==> src/rtl/hough_pixel_stage.sv <==
// hough_pixel_stage
//   Pixel-stream pipeline stage for the Hough front end. Every accepted pixel
//   is stamped with its (col,row) position, taken from the frame/line
//   markers. Line and frame lengths are checked against Width/Height, and the
//   pixel can optionally be binarised. All of this is then delayed by DELAY
//   cycles.
//
//   Ports
//     Clk       in   rising-edge clock
//     Reset     in   asynchronous, active-high reset
//     PixelIn   in   input pixel
//     ValidIn   in   PixelIn/FrameIn/LineIn valid this cycle
//     FrameIn   in   first pixel of a frame (also a line start)
//     LineIn    in   first pixel of a line
//     Width     in   expected pixels per line, 0 disables the check
//     Height    in   expected lines per frame, 0 disables the check
//     Threshold in   binarise threshold (THRESH_EN=1 only)
//     PixelOut  out  delayed, optionally binarised pixel
//     ValidOut  out  delayed accepted-valid
//     FrameOut  out  delayed FrameIn
//     LineOut   out  delayed line start (LineIn or FrameIn)
//     ColOut    out  column of the output pixel
//     RowOut    out  row of the output pixel
//     LineErr   out  line-length error on the flagged pixel
//     FrameErr  out  frame-length error on the flagged pixel
//
//   state     | meaning
//   ----------+-------------------------------------------------------------
//   ST_IDLE   | waiting for the first FrameIn; pixels without it are dropped
//   ST_ACTIVE | inside the pixel stream; every valid pixel is accepted
module hough_pixel_stage #(
    parameter int PIXEL_W   = 8,
    parameter int DIM_W     = 8,
    parameter int DELAY     = 1,
    parameter int THRESH_EN = 0
) (
    input  logic               Clk,
    input  logic               Reset,
    input  logic [PIXEL_W-1:0] PixelIn,
    input  logic               ValidIn,
    input  logic               FrameIn,
    input  logic               LineIn,
    input  logic [DIM_W-1:0]   Width,
    input  logic [DIM_W-1:0]   Height,
    input  logic [PIXEL_W-1:0] Threshold,
    output logic [PIXEL_W-1:0] PixelOut,
    output logic               ValidOut,
    output logic               FrameOut,
    output logic               LineOut,
    output logic [DIM_W-1:0]   ColOut,
    output logic [DIM_W-1:0]   RowOut,
    output logic               LineErr,
    output logic               FrameErr
);

    // Each pipe stage carries {valid, frame, line, line_err, frame_err, col, row, pixel}.
    localparam int ST_W = PIXEL_W + 2 * DIM_W + 5;
    localparam logic [DIM_W-1:0] DIM_MAX = {DIM_W{1'b1}};

    typedef enum logic {
        ST_IDLE   = 1'b0,
        ST_ACTIVE = 1'b1
    } state_t;

    state_t state, state_nxt;

    logic               is_active;
    logic               accept;
    logic               line_start;
    logic [DIM_W-1:0]   col_q, row_q;
    logic [DIM_W-1:0]   col_inc, row_inc;
    logic [DIM_W-1:0]   col_nxt, row_nxt;
    logic [DIM_W-1:0]   width_m1, height_m1;
    logic               line_err, frame_err;
    logic [PIXEL_W-1:0] pix_s1;
    logic [ST_W-1:0]    stage_in;
    logic [ST_W-1:0]    pipe [DELAY];

    // ------------------------------------------------------------------
    // FSM
    // ------------------------------------------------------------------
    always_ff @(posedge Clk or posedge Reset) begin
        if (Reset) begin
            state <= ST_IDLE;
        end else begin
            state <= state_nxt;
        end
    end

    always_comb begin
        state_nxt = state;
        case (state)
            ST_IDLE:   if (ValidIn && FrameIn) state_nxt = ST_ACTIVE;
            ST_ACTIVE: state_nxt = ST_ACTIVE;
            default:   state_nxt = ST_IDLE;
        endcase
    end

    assign is_active  = (state == ST_ACTIVE);
    assign accept     = ValidIn & (is_active | FrameIn);
    assign line_start = FrameIn | LineIn;

    // ------------------------------------------------------------------
    // Coordinates of the current pixel. Both counters saturate and never wrap.
    // ------------------------------------------------------------------
    assign col_inc = (col_q == DIM_MAX) ? col_q : col_q + DIM_W'(1);
    assign row_inc = (row_q == DIM_MAX) ? row_q : row_q + DIM_W'(1);

    always_comb begin
        col_nxt = col_inc;
        row_nxt = row_q;
        if (FrameIn) begin
            col_nxt = '0;
            row_nxt = '0;
        end else if (LineIn) begin
            col_nxt = '0;
            row_nxt = row_inc;
        end
    end

    always_ff @(posedge Clk or posedge Reset) begin
        if (Reset) begin
            col_q <= '0;
            row_q <= '0;
        end else if (accept) begin
            col_q <= col_nxt;
            row_q <= row_nxt;
        end
    end

    // ------------------------------------------------------------------
    // Length checks. The excess check fires only on the step from Width-1 to
    // Width. This means a saturated counter cannot flag the same line twice.
    // Width/Height are non-zero whenever a check is enabled, so the minus-one
    // values never underflow in a term that is used.
    // ------------------------------------------------------------------
    assign width_m1  = Width  - DIM_W'(1);
    assign height_m1 = Height - DIM_W'(1);

    assign line_err  = (Width != '0) &&
                       ((is_active && line_start && (col_q < width_m1)) ||
                        (!line_start && (col_q == width_m1)));

    assign frame_err = (Height != '0) &&
                       ((is_active && FrameIn && (row_q < height_m1)) ||
                        (LineIn && !FrameIn && (row_q == height_m1)));

    // ------------------------------------------------------------------
    // Optional binarisation at stage 1
    // ------------------------------------------------------------------
    generate
        if (THRESH_EN != 0) begin : g_thresh
            assign pix_s1 = (PixelIn >= Threshold) ? {PIXEL_W{1'b1}} : '0;
        end else begin : g_pass
            assign pix_s1 = PixelIn;
        end
    endgenerate

    // A cycle that is not accepted becomes an all-zero bubble. This keeps the
    // outputs at zero on non-valid cycles without any extra output gating.
    assign stage_in = accept ? {1'b1, FrameIn, line_start, line_err, frame_err,
                                col_nxt, row_nxt, pix_s1}
                             : '0;

    // ------------------------------------------------------------------
    // Delay line
    // ------------------------------------------------------------------
    always_ff @(posedge Clk or posedge Reset) begin
        if (Reset) begin
            for (int i = 0; i < DELAY; i++) begin
                pipe[i] <= '0;
            end
        end else begin
            pipe[0] <= stage_in;
            for (int i = 1; i < DELAY; i++) begin
                pipe[i] <= pipe[i-1];
            end
        end
    end

    assign {ValidOut, FrameOut, LineOut, LineErr, FrameErr,
            ColOut, RowOut, PixelOut} = pipe[DELAY-1];

endmodule
==> config.mk <==
export PLATFORM = sky130hd
export DESIGN_NAME = hough_pixel_stage
export DESIGN_NICKNAME = d
export VERILOG_FILES = /design/src/rtl/hough_pixel_stage.sv
export SDC_FILE = /design/constraint.sdc
export NUM_CORES = 1
export LEC_CHECK = 0
export BUFFER_PORTS_ARGS = -buffer_cell sky130_fd_sc_hd__buf_4
export CORE_AREA = 2 2 79 81
export DETAILED_ROUTE_END_ITERATION = 7
export DIE_AREA = 0 0 81 83
export GPL_ROUTABILITY_DRIVEN = 0
export GPL_TIMING_DRIVEN = 0
export MAX_ROUTING_LAYER = met4
export PLACE_DENSITY = 0.75
export REMOVE_ABC_BUFFERS = 1
export SLEW_MARGIN = 20
export SYNTH_ARGS = -nofsm -noshare
export SYNTH_HDL_FRONTEND = slang
export SYNTH_SLANG_ARGS = --single-unit
==> constraint.sdc <==
create_clock -name Clk -period 3.6 [get_ports Clk]
set_input_delay 0.36 -clock Clk [delete_from_list [all_inputs] [get_ports Clk]]
set_output_delay 0.36 -clock Clk [all_outputs]
set_load 0.01 [all_outputs]
==> impl_metrics.csv <==
group,metric,value,unit
logic_synthesis,synthAdderAreaFrac,0.106,
cells_and_area,final_cell_mix,"buf_4, dfrtp_1, nor2_1, nand2_1, ha_1",
logic_synthesis,yosysTopAreaCell,"dfrtp_1",
clocking,post_cts_resized,0,
clocking,clkLatencyLatePin,290,ps
logic_synthesis,postSynthAreaPerCell,9.82,sq um
sta,period_share,0.601,
logic_synthesis,synth_top_family_by_area,"simple AND/OR/NAND/NOR gates",
sta,period_minus_slack,2160,ps
detailed_routing,drt_first_pass_iters,4,
floorplan,io_pins,66,
sta,maxSlewViolCount,0,
detailed_routing,drt_iter0_drc,104,
sta,rsz0062_at_grt,"false",
power_and_ir_drop,total_leakage_power,0.00156,uW
logic_synthesis,yosysTopAreaCellShare,0.444,
logic_synthesis,synth.area.mux_share,0.00773,
clocking,root_buffer,"clkbuf_8",
logic_synthesis,synth_area_leaders,"dfrtp_1, ha_1, nor2_1",
sta,finalSetupViolCount,0,
setup_path,reg2reg_depth,4,
floorplan,initial_core_util,0.446,
power_and_ir_drop,powerDensity,337,nW/um^2
cells_and_area,layout_commonest_cell,"buf_4",
global_routing,antenna_found_initial,0,
cells_and_area,areaGrowthSynthToFinish,23.9,%
logic_synthesis,synth_simple_gate_area_frac,0.199,
sta,skew,7.56,ps
global_routing,grt_pass1_vias,1905,
sta,timing.fmax,462,MHz
sta,worst_slew_pin_slew,817,ps
worst_hold_path,hold_path_class,"input port to asynchronous set/reset pin",
setup_path,cp_max_fo,4,
clocking,clock-sinks,46,
setup_path,path_class,"input port to register",
global_routing,grt_pass1_wl,8650,um
cells_and_area,finalNonFillerCells,399,
job,drv_cap,0,
detailed_routing,vias,2119,
clocking,tritoncts,"yes",
cells_and_area,fillers,540,
detailed_routing,vias_per_cell,5.31,
cells_and_area,final_net_count,383,
setup_path,required,3790,ps
sta,relSlewSlack,0.451,
global_routing,track_usage,0.166,
setup_path,cp-start-kind,"input port",
floorplan,rows,28,
logic_synthesis,synth_seq_cells,46,
detailed_routing,wl_per_cell,13.3,um
clocking,cts_buffers,5,
logic_synthesis,synthXorXnorAreaFrac,0.0642,
logic_synthesis,synth_area,2590,sq um
floorplan,dieWidth,81,um
floorplan,die_h,83,um
status,status,"finished clean",
detailed_routing,ant_nets,0,
sta,finalSetupTns,0,ps
global_routing,grt_max_degree,26,
clocking,cts_max_level,2,
logic_synthesis,synth_cells,264,
cells_and_area,drive_above_1_share,0.235,
sta,finalHoldViolCount,0,
detailed_routing,drc_errors,0,
clocking,cts.clk_slew.worst_paths,90,ps
logic_synthesis,ys_seq_area_frac,0.444,
setup_path,crit_arrival,2360,ps
logic_synthesis,yosys_warnings,0,
logic_synthesis,ys_types,44,
cells_and_area,n_antenna_cell,0,
floorplan,die_area,6720,sq um
floorplan,coreArea,5820,sq um
place,portBuffers,57,
clocking,cts_setup_buffers,0,
detailed_routing,routed_wl,5320,um
power_and_ir_drop,ir_drop,0.000216,V
global_routing,grt.overflow.total,0,
setup_path,end_kind,"register",
logic_synthesis,synth-compound-area-share,0.145,
place,dp.cells,392,
place,hpwl,4060,um
clocking,cts_buffer_depth,2,
clocking,hold_buffers,0,
[metal layers]
metal	part of all wire	GRT usage
met1	0.48	0.241
met2	0.45	0.234
met3	0.065	0.0283
met4	0.0068	0.0586
met5	0	-
[kinds of logic after synthesis]
group | count (synthesis)
simple gates | 100
compound gates | 56
flops | 46
fa+ha+maj | 22
xor+xnor | 19
buf+inv | 19
mux | 2
[layout make-up]
type                    instances  area, sq um  area share
flip-flops and latches         46         1150       0.358
clock buffers                   6         82.6      0.0257
clock inverters                 1         30.0     0.00935
repair buffers                 58          448       0.139
well taps                      75         93.8      0.0292
inverters                      14         52.6      0.0164
multi-input cells             199         1350       0.422
[cells in the mapped netlist (all sizes together)]
cell type	instances
dfrtp	46
nor2	29
nand2	23
ha	22
inv	14
a21oi	13
o21ai	12
a31oi	10
and2	10
xnor2	10
nand3	9
xor2	9
nand4	6
a211oi	5
a21o	5
buf	5
nor3	5
nand3b	3
a311oi	2
a32o	2
and3	2
and4	2
mux2i	2
nand2b	2
nor2b	2
nor4	2
nor4b	2
or2	2
o211a	1
o211ai	1
o21a	1
o21ba	1
o21bai	1
o22ai	1
o311a	1
or4	1
[where the power goes]
group / switching (uW) / internal, uW / total (uW)
sequential: 10.3 / 530 / 540
clock: 168 / 222 / 391
combinational: 81.1 / 71.1 / 152
total: 260 / 823 / 1080
[final timing paths]
| path | start | endpoint | slack [ps] |
|---|---|---|---|
| worst max-delay path | Height[2] | pipe[24]$_DFF_PP0_ | 1440 |
| worst min-delay path | Reset | col_q[3]$_DFFE_PP0P_ | 90 |
| worst max register to register | is_active$_DFF_PP0_ | col_q[1]$_DFFE_PP0P_ | 1460 |
| worst min register to register | col_q[6]$_DFFE_PP0P_ | col_q[6]$_DFFE_PP0P_ | 580 |
| max in group asynchronous | Reset | row_q[2]$_DFFE_PP0P_ | 3020 |
| min in group Clk | PixelIn[2] | pipe[2]$_DFF_PP0_ | 270 |
[worst max-delay path: stages]
cell	delay (ps)
buf_4	130
or4_1	540
nor2_1	150
nand2_1	80
xor2_1	150
ha_1	300
nand4_1	130
o21ai_0	160
o21ai_0	100
a211oi_1	260
[per-stage QoR]
stage               area [sq um]  utilization  hold WS, ps  power (uW)  setup WS, ps
finish                      3210        0.552         85.5        1080          1440
global route                3210        0.552          125        1130          1230
CTS                         3210        0.552         99.4        1100          1390
detailed placement          3100        0.533          425         705          1140
global placement            3080        0.529          541         696           917
floorplan                   2560            -          489         631          1490
[flip-flops by register name, summed over array words and instances (netlist names)]
register / count
col_q: 8
is_active: 1
pipe: 29
row_q: 8
Note: power is estimated with default switching activity, not from simulation.
